<file path="src/rtl/gpio_in_pkg.sv">
// Shared constants for the DE2 board input peripheral:
// register addresses, ID word and default debounce window.
package gpio_in_pkg;

  localparam logic [1:0] GPIO_ADDR_SW    = 2'd0;
  localparam logic [1:0] GPIO_ADDR_KEY   = 2'd1;
  localparam logic [1:0] GPIO_ADDR_FLAGS = 2'd2;
  localparam logic [1:0] GPIO_ADDR_ID    = 2'd3;

  localparam logic [31:0] GPIO_IN_ID = 32'h4750_4931;

  // 10 ms at 50 MHz
  localparam int GPIO_DB_CYCLES = 500_000;

endpackage

</file>
<file path="src/rtl/debounce_bit.sv">
// One-bit 2-flop synchronizer followed by a stability-window
// debouncer; dout only follows din after DB_CYCLES steady cycles.
module debounce_bit #(
  parameter int DB_CYCLES = 8
) (
  input  logic clk,
  input  logic rst_n,
  input  logic din,
  output logic dout
);

  localparam int CW = $clog2(DB_CYCLES);
  localparam logic [CW-1:0] LAST = CW'(DB_CYCLES - 1);

  logic          s1;
  logic          s2;
  logic          stable;
  logic [CW-1:0] cnt;

  always_ff @(posedge clk or negedge rst_n) begin
    if (!rst_n) begin
      s1 <= 1'b0;
      s2 <= 1'b0;
    end else begin
      s1 <= din;
      s2 <= s1;
    end
  end

  // any return to the stable value restarts the window
  always_ff @(posedge clk or negedge rst_n) begin
    if (!rst_n) begin
      stable <= 1'b0;
      cnt    <= '0;
    end else if (s2 == stable) begin
      cnt <= '0;
    end else if (cnt == LAST) begin
      stable <= s2;
      cnt    <= '0;
    end else begin
      cnt <= cnt + 1'b1;
    end
  end

  assign dout = stable;

endmodule

</file>
<file path="src/rtl/gpio_in_de2.sv">
// DE2 key/switch input peripheral: debounced levels, press pulses,
// sticky read-to-clear press flags, irq and a registered read port.
module gpio_in_de2
  import gpio_in_pkg::*;
#(
  parameter int DB_CYCLES = GPIO_DB_CYCLES,
  parameter int N_KEY     = 4,
  parameter int N_SW      = 18
) (
  input  logic              CLOCK_50,
  input  logic              rst_n,
  input  logic [N_KEY-1:0]  key_n,
  input  logic [N_SW-1:0]   sw,
  input  logic              rd_en,
  input  logic [1:0]        rd_addr,
  output logic [31:0]       rd_data,
  output logic [N_KEY-1:0]  key_level,
  output logic [N_KEY-1:0]  key_press,
  output logic [N_SW-1:0]   sw_level,
  output logic              irq
);

  localparam int NB = N_KEY + N_SW;

  logic [NB-1:0]    raw;
  logic [NB-1:0]    lvl;
  logic [N_KEY-1:0] key_level_d;
  logic [N_KEY-1:0] rise;
  logic [N_KEY-1:0] flags;
  logic [N_KEY-1:0] flags_nxt;
  logic             clr;
  logic [31:0]      rd_mux;

  // buttons are active-low on the board; pressed = 1 internally
  assign raw = {sw, ~key_n};

  for (genvar i = 0; i < NB; i++) begin : g_db
    debounce_bit #(
      .DB_CYCLES (DB_CYCLES)
    ) u_db (
      .clk   (CLOCK_50),
      .rst_n (rst_n),
      .din   (raw[i]),
      .dout  (lvl[i])
    );
  end

  assign key_level = lvl[N_KEY-1:0];
  assign sw_level  = lvl[NB-1:N_KEY];

  assign rise = key_level & ~key_level_d;
  assign clr  = rd_en && (rd_addr == GPIO_ADDR_FLAGS);

  // a set on the same edge as a clear wins
  always_comb begin
    flags_nxt = clr ? '0 : flags;
    flags_nxt = flags_nxt | rise;
  end

  always_comb begin
    rd_mux = '0;
    case (rd_addr)
      GPIO_ADDR_SW:    rd_mux[N_SW-1:0]  = sw_level;
      GPIO_ADDR_KEY:   rd_mux[N_KEY-1:0] = key_level;
      GPIO_ADDR_FLAGS: rd_mux[N_KEY-1:0] = flags;
      default:         rd_mux            = GPIO_IN_ID;
    endcase
  end

  always_ff @(posedge CLOCK_50 or negedge rst_n) begin
    if (!rst_n) begin
      key_level_d <= '0;
      key_press   <= '0;
      flags       <= '0;
      irq         <= 1'b0;
    end else begin
      key_level_d <= key_level;
      key_press   <= rise;
      flags       <= flags_nxt;
      irq         <= |flags;
    end
  end

  always_ff @(posedge CLOCK_50 or negedge rst_n) begin
    if (!rst_n) begin
      rd_data <= '0;
    end else if (rd_en) begin
      rd_data <= rd_mux;
    end
  end

endmodule
</file>
<file path="config.mk">
export PLATFORM = sky130hd
export DESIGN_NAME = gpio_in_de2
export DESIGN_NICKNAME = d
export VERILOG_FILES = /design/src/rtl/gpio_in_pkg.sv /design/src/rtl/debounce_bit.sv /design/src/rtl/gpio_in_de2.sv
export SDC_FILE = /design/constraint.sdc
export NUM_CORES = 1
export LEC_CHECK = 0
export ABC_AREA = 1
export BUFFER_PORTS_ARGS = -buffer_cell sky130_fd_sc_hd__buf_4
export CAP_MARGIN = 25
export CORE_UTILIZATION = 45
export DETAILED_ROUTE_END_ITERATION = 8
export HOLD_SLACK_MARGIN = 0.12
export PLACE_DENSITY = 0.65
export SYNTH_ARGS = -nofsm -noshare
export SYNTH_HDL_FRONTEND = slang
export SYNTH_SLANG_ARGS = --single-unit
</file>
<file path="constraint.sdc">
create_clock -name CLOCK_50 -period 3.2 [get_ports CLOCK_50]
set_input_delay 0.64 -clock CLOCK_50 [delete_from_list [all_inputs] [get_ports CLOCK_50]]
set_output_delay 0.64 -clock CLOCK_50 [all_outputs]
set_load 0.005 [all_outputs]
</file>
Word-level counts from Yosys, hierarchy flattened
Index checks and enable logic that the tools add are counted.
{"block": "op_classes", "addsub": 22, "n_reduce_logical": 27, "muxes": 48, "bitwise_logic": 26, "n_eq_ne": 46}
{"operator": "19-bit 2-to-1 mux", "n": 44}
{"operator": "19-bit by 1-bit adder with 19-bit output, second input constant", "n": 22}
{"operator": "19-bit equality test, second input constant", "n": 22}
{"operator": "2-bit AND reduction", "n": 22}
{"operator": "14-bit one-hot mux with 2 select lines", "n": 1}
{"operator": "1-bit equality test", "n": 22}
{"operator": "1-bit NOT", "n": 22}
{"operator": "13-bit 2-to-1 mux", "n": 1}
{"operator": "4-bit one-hot mux with 3 select lines", "n": 1}
{"operator": "4-bit NOT", "n": 2}
{"operator": "4-bit bitwise AND", "n": 1}
{"operator": "4-bit 2-to-1 mux", "n": 1}
{"operator": "4-bit bitwise OR", "n": 1}
{"operator": "4-bit OR reduction", "n": 1}
{"operator": "3-bit OR reduction", "n": 1}
{"operator": "2-bit by 1-bit equality test with 1-bit output, second input constant", "n": 1}
{"operator": "2-bit equality test, second input constant", "n": 1}
{"operator": "2-bit logical NOT", "n": 1}
{"operator": "2-bit OR reduction", "n": 1}
{"operator": "1-bit logical AND", "n": 1}
{"block": "word_totals", "word_cells": 262, "register_bits": 529, "input_bits": 27, "output_inout_bits": 59}

Logic depth before layout (Yosys ltp)
Gate-level depths: netlist of the first run.
{"block": "depth", "depth_word": 4, "depth_mapped": 9}

Hierarchy
A second synthesis of the first run with hierarchy kept.
{"block": "unflattened", "cells_unflattened": 3394, "hier_area_um2": 27656.5}
{"module": "debounce_bit", "cells_per_inst": 147, "n_inst": 22, "area_per_inst_um2": 1191.1}
{"module": "gpio_in_de2", "cells_per_inst": 160, "n_inst": 1, "area_per_inst_um2": 1451.4}

Least setup slack after synthesis of the first run
No wires, ideal clock.
{"block": "synth_path", "path_kind": "input to register", "from": "input rd_addr[0]", "to": "register rd_data[10]", "setup_ns": 0.121, "t_arrival_ns": 1.380, "path_slack_ns": 1.699, "path_stages": 6, "t_required_ns": 3.079, "path_cell_list": "inv_1 ha_1 nand2_1 inv_1 buf_2 a22o_1"}
{"block": "synth_between", "elab_chain_len": 3}
{"element": "from (decl)", "line_no": "gpio_in_de2.sv:15", "source": "input logic [1:0] rd_addr,"}
{"element": "2-bit equality test or 2-bit by 1-bit equality test with 1-bit output (tied branches)", "line_no": "gpio_in_de2.sv:62", "source": "case (rd_addr)"}
{"element": "2-bit OR reduction (no line)"}
{"element": "14-bit one-hot mux with 2 select lines (*)", "line_no": "gpio_in_de2.sv:62"}
{"element": "to (signal assigned)", "line_no": "gpio_in_de2.sv:88", "source": "rd_data <= rd_mux;"}
{"element": "to (decl)", "line_no": "gpio_in_de2.sv:16", "source": "output logic [31:0] rd_data,"}
Every way passes the cells marked *; elsewhere a longest branch is shown, timed or not.
A chain may end at the register's enable or synchronous reset.

Worst setup path in the final report of the first run
{"block": "layout_path", "from": "register g_db[6].u_db.stable", "to": "output sw_level[2]"}
{"element": "from (decl)", "line_no": "debounce_bit.sv:17", "source": "logic stable;"}
{"element": "from (signal assigned)", "line_no": "debounce_bit.sv:33", "source": "stable <= 1'b0;"}
{"element": "from (signal assigned)", "line_no": "debounce_bit.sv:38", "source": "stable <= s2;"}
{"element": "to (decl)", "line_no": "gpio_in_de2.sv:19", "source": "output logic [N_SW-1:0] sw_level,"}
No word-level cell between the ends.

==> impl_metrics.json, run 1 <==
{
  "cts-buffers-inserted": 56,
  "end_kind": "output port",
  "worstPathCellList": "buf_4",
  "drv_cap": 0,
  "cts_tree": "done",
  "setup_tns_ps": 0,
  "rsz0062_at_grt": "no",
  "start_kind": "register",
  "wl_met3_um": 2328,
  "nets": 3868,
  "ant_nets": 0,
  "fin_area_mm2": 0.03155,
  "finalPower_mw": 14.43,
  "routedWlPerCell_um": 12.66,
  "cts_resized": 0,
  "synth_area_mm2": 0.02785,
  "top_layer_used": "met4",
  "overflow": 0,
  "drt-total-wl_um": 58780,
  "setup.worst_path.class": "register to output port",
  "area_delta_synth_final_pct": 13.30,
  "post-route-util_pct": 51.98,
  "path_max_fanout": 4,
  "yosys-top-cells-area": "dfrtp_1 (46%), nor2_1 (14%), nand2_1 (9.7%)",
  "wl_met2_um": 25400,
  "p_per_area_mw_per_mm2": 457.5,
  "placedInstanceArea_mm2": 0.02925,
  "die_h_um": 250.8,
  "drc": 0,
  "yosys.area.top_type_share_pct": 46.37,
  "slew_headroom_pct": 41.72,
  "setup_slack_ps": 1216,
  "drive_above_1_share_pct": 8.109,
  "synth_compound_area_share_pct": 3.312,
  "syn-instance-count": 3689,
  "io_pins": 86,
  "insertion_delay_ps": 620,
  "clkSlewWorstSetupHoldPaths_ps": 60,
  "internal_power_mw": 11.30,
  "portBuffers": 77,
  "synth_fa_ha_area_share_pct": 1.213,
  "grt_max_degree": 68,
  "vias": 22650,
  "syn_area_per_cell_um2": 7.548,
  "die_area_mm2": 0.06288,
  "worst_ep_required_time_ps": 2560,
  "period_needed_ps": 1984,
  "die_w_um": 250.8,
  "yosysSeqAreaShare_pct": 46.37,
  "grt_pass1_vias": 21450,
  "gp_congestion": 0.8784,
  "hold_viol_final": 0,
  "setup_viol": 0,
  "ys_ff_latch": 516,
  "met1_length_um": 29800,
  "ys_types": 37,
  "combPwrFrac_pct": 3.5,
  "core_mm2": 0.06070,
  "yosys.area_share.simple_pct": 35.86,
  "postCtsSetupRepairBufs": 0,
  "numClockSinks": 516,
  "htree_num_levels": 2,
  "outcome": "finished clean",
  "grt_first_pass_wirelength_um": 102800,
  "dp_slack_ps": 976.4,
  "num_rows": 90,
  "fin_crit_sh_pct": 62.01,
  "power_leakage_nw": 13.16,
  "synth-edff-count": 0,
  "synthFlopType": "dfrtp_1",
  "viasPerCell": 4.878,
  "crit_family": "flip-flops",
  "clockPowerShare_pct": 49.9,
  "clockBufferDepth": 3,
  "dr.pass1.iters": 5,
  "power_switching_mw": 3.133,
  "maxSlewViolCount": 0,
  "yosysTopAreaCell": "dfrtp_1",
  "worst_slew_pin_slew_ps": 873.2,
  "hold_buffers": 21,
  "arrival_ps": 1340,
  "synth_xor_area_share_pct": 6.628,
  "slowest_stage": "dfrtp_1",
  "irDropWorstVdd_v": 0.0003775,
  "n_antenna_cell": 0,
  "antenna_found_initial": 0,
  "switching_share_pct": 21.71,
  "synth.area.mux_share_pct": 0,
  "synthArstFlopShare_pct": 100.0,
  "grt_usage_pct": 19.31,
  "slowest_delay_ps": 550,
  "first_iter_violations": 1206,
  "hp-class": "input port to register",
  "ys_warn_count": 0,
  "dp_hpwl_um": 42710,
  "synth_top_family_by_area": "simple AND/OR/NAND/NOR gates",
  "clockRootBuffer": "clkbuf_16",
  "finalClockSkew_ps": 24.37,
  "path_buf_inv": 1,
  "p_seq_share_pct": 46.5,
  "max_freq_mhz": 503.9,
  "initial_core_util_pct": 45.88
}
==> cell usage in the layout, fill, tap and decap left out, drive strengths merged <==
master / n
nand2: 744
nand3b: 27
o22ai: 9
xor2: 180
nand4: 66
nor2: 1090
dlygate4sd3: 21
a41oi: 1
clkinv: 8
inv: 397
xnor2: 29
buf: 92
conb: 8
o21ai: 67
clkinvlp: 5
a21oi: 43
bufinv: 12
and2: 19
o21a: 22
ha: 27
nor3b: 31
clkbuf: 77
or2: 1
nand3: 317
a22o: 11
dfrtp: 516
o21bai: 6
nor3: 34
==> metal layers <==
| layer | vias to the layer above | track usage (%) |
|---|---|---|
| li1 | 11810 | - |
| met2 | 352 | 29.90 |
| met1 | 10410 | 28.35 |
| met3 | 79 | 2.526 |
| met4 | 0 | 5.346 |
| met5 | - | 0 |
==> stage by stage <==
stage	hold slack [ps]	std cells
floorplan	331.2	3696
global placement	331.9	4517
detailed placement	334.7	4517
CTS	130.6	4642
global route	161.8	4642
finish	175.3	4642
==> final timing paths <==
| kind | from | end | slack (ps) | cells after the start |
|---|---|---|---|---|
| worst max-delay path | g_db[6].u_db.dout | sw_level[2] | 1220 | 1 |
| worst min-delay path | key_n[1] | g_db[1].u_db.s1 | 180 | 2 |
| worst max register to register | g_db[10].u_db.cnt[0] | g_db[10].u_db.cnt[17] | 1590 | 6 |
| worst min register to register | g_db[19].u_db.s1 | g_db[19].u_db.s2 | 350 | 0 |
| max in group asynchronous | rst_n | g_db[9].u_db.cnt[16] | 1770 | 3 |
| min in group asynchronous | rst_n | g_db[9].u_db.cnt[8] | 590 | 2 |
==> state kept, by name, indices dropped and copies added, names as in the netlist <==
name	flops
flags	4
g_db.u_db.cnt	418
g_db.u_db.dout	22
g_db.u_db.s1	22
g_db.u_db.s2	22
irq	1
key_level_d	4
key_press	4
rd_data	19
==> cell usage after synthesis, types with 23 or more instances <==
cell         n
nor2_1    1025
ha_1        27
o21ai_1     23
inv_1      377
nor2_2      52
nand4_1     66
nand3b_1    27
nand3_1    316
buf_4       35
o21ai_0     44
a21oi_1     43
nand2_2     25
xor2_1     178
nor3_1      33
dfrtp_1    516
nand2_1    717
xnor2_1     29
==> cells by family after synthesis <==
logic type | count (synthesis)
flops | 516
xor+xnor | 209
other cells | 1
buf+inv | 448
compound gates | 159
simple gates | 2329
fa+ha+maj | 27
==> layout make-up <==
cell class / count / area (µm²)
Multi-Input combinational cell: 2732 / 13120
Tap cell: 782 / 978.4
Clock buffer: 77 / 1622
Fill cell: 5846 / 29150
Sequential cell: 516 / 12910
Clock inverter: 27 / 462.9
Timing Repair Buffer: 113 / 970.9
Inverter: 395 / 1483
==> power by group through the flow <==
stage,sequential (mW),combinational (mW),clock (mW)
2_1_floorplan,6.81,0.245,0
3_3_place_gp,6.83,0.500,0
3_5_place_dp,6.83,0.507,0
4_1_cts,6.71,0.530,7.45
5_1_grt,6.73,0.594,7.70
6_report,6.71,0.510,7.21
Power figures use the tool's default switching activity.
==> run 2, diff against run 1 <==
clock period = 1.95 ns   (was 3.2 ns; I/O delays follow)
==> run 2 against run 1 <==
Count of clock-buffer cells in the layout is 4 higher; critical path depth stayed put; flip-flop and latch count stayed put; via count is 0.24% lower; register-to-register slack worse by 1200 ps; non-clock buffer count is 22 higher; sequential power is 64% higher; design area is 0.63% higher; total power is 61% higher; die area stayed put; critical endpoint unchanged; core utilization is 0.33 points higher; combinational power is 76% higher.
==> impl_metrics.json, run 2 (synthesis gave the netlist of run 1 again) <==
{
  "outcome": "finished clean",
  "setup_viol": 0,
  "cts_tree": "done",
  "fillers": 5755,
  "setup_tns_ps": 0,
  "maxSlewViolCount": 0,
  "worst_slew_pin_slew_ps": 513.6,
  "viasPerCell": 4.845,
  "worst_ep_required_time_ps": 1560,
  "n_antenna_cell": 0,
  "worstPathCellList": "buf_4",
  "grt_max_degree": 66,
  "drt-total-wl_um": 58860,
  "max_freq_mhz": 583.5,
  "fin_crit_sh_pct": 87.88,
  "grt_usage_pct": 19.27,
  "cts_resized": 0,
  "path_max_fanout": 4,
  "io_pins": 86,
  "whs_ps": 266.6,
  "first_iter_violations": 1096,
  "placedInstanceArea_mm2": 0.02951,
  "gp_congestion": 0.8830,
  "antenna_found_initial": 0,
  "vias": 22590,
  "die_w_um": 250.8,
  "power_leakage_nw": 13.30,
  "grt_pass1_vias": 21550,
  "setup.worst_path.class": "register to output port",
  "p_per_area_mw_per_mm2": 731.2,
  "core_mm2": 0.06070,
  "start_kind": "register",
  "grt_first_pass_wirelength_um": 102700,
  "fin_area_mm2": 0.03175,
  "portBuffers": 77,
  "period_needed_ps": 1714,
  "slew_headroom_pct": 65.64,
  "largest_reg_flops": 418,
  "overflow": 0,
  "drv_cap": 0,
  "slowest_delay_ps": 530,
  "slowest_stage": "dfrtp_1",
  "seq_area_mm2": 0.01291,
  "hold_viol_final": 0,
  "die_area_mm2": 0.06288,
  "final_common_cell": "nor2_1",
  "ant_nets": 0,
  "path_buf_inv": 1,
  "drive_above_1_share_pct": 8.580,
  "dp_hpwl_um": 42780,
  "clockBufferDepth": 3,
  "crit_family": "flip-flops",
  "area_delta_synth_final_pct": 14.01,
  "finalClockSkew_ps": 17.44,
  "end_kind": "output port",
  "irDropWorstVdd_v": 0.0006324,
  "insertion_delay_ps": 610,
  "multi_input_area_mm2": 0.01312,
  "dr.pass1.iters": 5,
  "routedWlPerCell_um": 12.62,
  "initial_core_util_pct": 45.88,
  "num_rows": 90,
  "largest_register": "g_db.u_db.cnt",
  "nets": 3892,
  "finalPower_mw": 23.21,
  "htree_num_levels": 2,
  "numClockSinks": 516,
  "die_h_um": 250.8,
  "dp_slack_ps": 294.3,
  "drc": 0,
  "clkSlewWorstSetupHoldPaths_ps": 60,
  "hp-class": "input port to async pin",
  "clockRootBuffer": "clkbuf_16",
  "arrival_ps": 1320,
  "setup_slack_ps": 236.3,
  "final_cell_mix": "nor2_1 (1,025), nand2_1 (717), dfrtp_1 (516), inv_1 (377), nand3_1 (316)",
  "rsz0062_at_grt": "no",
  "cts-buffers-inserted": 58
}
==> run 2: cell types whose count changed in the layout (fill, tap and decap cells not counted) <==
cell	delta
buf_4	+10
buf_12	+9
clkbuf_16	+2
clkbuf_1	-2
clkbuf_8	+4
dlygate4sd3_1	+3
clkinv_2	+5
clkinvlp_4	-4
bufinv_16	-6
==> run 2: timing repair <==
action / CTS / global route
hold buffers: 24 / 0
hold endpoints to repair: 401 / 0
buffers inserted: 0 / 0
==> run 2: path summary, 6_finish.rpt <==
path	startpoint	end	slack [ps]	cells past startpoint
hold reg to reg	g_db[19].u_db.s1	g_db[19].u_db.s2	340	0
setup / recovery	g_db[6].u_db.dout	sw_level[2]	240	1
setup reg to reg	g_db[10].u_db.cnt[0]	g_db[10].u_db.cnt[3]	360	6
max in group asynchronous	rst_n	g_db[11].u_db.cnt[16]	960	3
min in group CLOCK_50	rd_addr[1]	rd_data[0]	310	4
hold / removal	rst_n	g_db[15].u_db.cnt[2]	270	2
==> run 2: per-stage QoR <==
step	util [%]	std cells
after floorplan	-	3696
after global placement	48.62	4536
after detailed placement	48.62	4536
after CTS	52.30	4663
after global routing	52.30	4663
final	52.30	4663
==> run 2: layout make-up <==
| cell class | instances | share of cell area (%) |
|---|---|---|
| flip-flops and latches | 516 | 40.67 |
| well taps | 782 | 3.082 |
| clock buffers | 81 | 5.415 |
| clock inverters | 22 | 0.8749 |
| repair buffers | 135 | 3.957 |
| multi-input cells | 2732 | 41.33 |
| inverters | 395 | 4.670 |
==> run 2: per-layer routing <==
layer  track usage [%]  part of all wire, %  up-vias
li1                  -                    -    11830
met2             30.02                   43      319
met4             5.714                  2.3        0
met3             3.676                  4.7       91
met5                 0                    0        -
met1             27.23                   50    10350
==> run 2: power by group <==
part	internal, mW	total [mW]	switching, mW
sequential	10.9	11.0	0.134
combinational	0.318	0.897	0.579
clock	6.89	11.3	4.41
total	18.1	23.2	5.12
==> run 3, diff against run 2 <==
CELL_PAD_IN_SITES_DETAIL_PLACEMENT = 1   (was not set)
CELL_PAD_IN_SITES_GLOBAL_PLACEMENT = 2   (was not set)
CORE_UTILIZATION = 37   (was 45)
PLACE_DENSITY = 0.84   (was 0.65)
==> run 3 against run 2 <==
Critical path depth unchanged; maximum frequency fell by 3.1%; critical endpoint unchanged; sequential power about the same; count of clock-buffer cells in the layout shrank 1; flip-flop and latch count is the same; non-clock buffer count up 4; core utilization shrank 9.1 points; global-route usage fell by 0.26 points; first-iteration DRC count down 14%; sequential share of layout area is 0.51 points lower; critical path type unchanged; design area rose by 1.3%.
==> impl_metrics.json, run 3 (synthesis gave the netlist of run 1 again) <==
{
  "drive_above_1_share_pct": 8.932,
  "p_per_area_mw_per_mm2": 751.5,
  "dp_hpwl_um": 52570,
  "n_antenna_cell": 0,
  "cts_resized": 0,
  "start_kind": "register",
  "io_pins": 86,
  "irDropWorstVdd_v": 0.0007108,
  "num_rows": 100,
  "drv_cap": 0,
  "arrival_ps": 1380,
  "worst_ep_required_time_ps": 1560,
  "grt_usage_pct": 19.02,
  "antenna_found_initial": 0,
  "setup_tns_ps": 0,
  "cts_tree": "done",
  "path_max_fanout": 4,
  "final_common_cell": "nor2_1",
  "fillers": 9251,
  "clkSlewWorstSetupHoldPaths_ps": 60,
  "rsz0062_at_grt": "no",
  "hold_viol_final": 0,
  "power_leakage_nw": 13.36,
  "grt_pass1_vias": 24760,
  "core_mm2": 0.07445,
  "die_area_mm2": 0.07636,
  "initial_core_util_pct": 37.40,
  "grt_first_pass_wirelength_um": 122900,
  "insertion_delay_ps": 630,
  "maxSlewViolCount": 0,
  "vias": 23260,
  "finalPower_mw": 24.16,
  "largest_register": "g_db.u_db.cnt",
  "postCtsSetupRepairBufs": 0,
  "viasPerCell": 4.782,
  "cts-buffers-inserted": 61,
  "first_iter_violations": 947,
  "grt_max_degree": 84,
  "slew_headroom_pct": 62.67,
  "worst_slew_pin_slew_ps": 560.0,
  "hold_buffers": 24,
  "fin_crit_sh_pct": 90.70,
  "hp-class": "input port to async pin",
  "dr.pass1.iters": 5,
  "end_kind": "output port",
  "max_freq_mhz": 565.4,
  "setup_viol": 0,
  "numClockSinks": 516,
  "portBuffers": 77,
  "worstPathCellList": "buf_4",
  "drc": 0,
  "final_cell_mix": "nor2_1 (1,025), nand2_1 (717), dfrtp_1 (516), inv_1 (377), nand3_1 (316)",
  "routedWlPerCell_um": 14.51,
  "clockRootBuffer": "clkbuf_16",
  "nets": 3899,
  "largest_reg_flops": 418,
  "area_delta_synth_final_pct": 15.47,
  "overflow": 0,
  "gp_congestion": 0.7992,
  "slowest_delay_ps": 570,
  "die_w_um": 276.3,
  "setup.worst_path.class": "register to output port",
  "clockBufferDepth": 3,
  "slowest_stage": "dfrtp_1",
  "finalClockSkew_ps": 14.51,
  "period_needed_ps": 1769,
  "htree_num_levels": 2,
  "path_buf_inv": 1,
  "outcome": "finished clean",
  "drt-total-wl_um": 70590,
  "crit_family": "flip-flops",
  "ant_nets": 0,
  "die_h_um": 276.3
}
[run 3: report_power, final]
group | internal (mW) | leakage, nW | switching, mW | total, mW
sequential | 10.9 | 7.04 | 0.141 | 11.0
combinational | 0.319 | 5.26 | 0.611 | 0.930
clock | 7.48 | 1.05 | 4.73 | 12.2
total | 18.7 | 13.4 | 5.48 | 24.2
[run 3: through the flow]
stage | hold WS, ps | instance area, µm² | util (%) | setup slack, ps | cells
detailed placement | 280.9 | 29740 | 39.94 | 239.4 | 4727
global route | 232.3 | 32150 | 43.19 | 120.9 | 4865
CTS | 195.7 | 32150 | 43.19 | 116.7 | 4865
floorplan | 94.41 | 27870 | - | 617.4 | 3696
finish | 223.8 | 32150 | 43.19 | 181.4 | 4865
global placement | 279.3 | 29740 | 39.94 | 290.9 | 4727
[run 3: metal layers]
metal,wire [µm],GRT usage [%],vias to the layer above
met5,0,0,-
met4,1248,4.154,0
li1,-,-,11840
met2,32530,31.65,170
met1,35020,26.35,11170
met3,1792,2.459,87
[run 3: final cells by class]
type	instances	area, µm²	share of cell area [%]
Multi-Input combinational cell	2732	13120	40.81
Timing Repair Buffer	139	1249	3.884
Inverter	395	1483	4.611
Sequential cell	516	12910	40.16
Tap cell	969	1212	3.771
Clock buffer	80	1750	5.444
Clock inverter	34	425.4	1.323
[run 3: final timing paths]
path,cells past startpoint,slack (ps),startpoint,endpoint
max in group asynchronous,3,860,rst_n,g_db[7].u_db.cnt[9]
min reg2reg,0,350,g_db[7].u_db.s1,g_db[7].u_db.s2
min,2,220,rst_n,g_db[18].u_db.cnt[7]
max reg2reg,6,290,g_db[12].u_db.cnt[0],g_db[12].u_db.cnt[5]
min in group CLOCK_50,4,330,rd_addr[1],rd_data[3]
max,1,180,g_db[6].u_db.dout,sw_level[2]
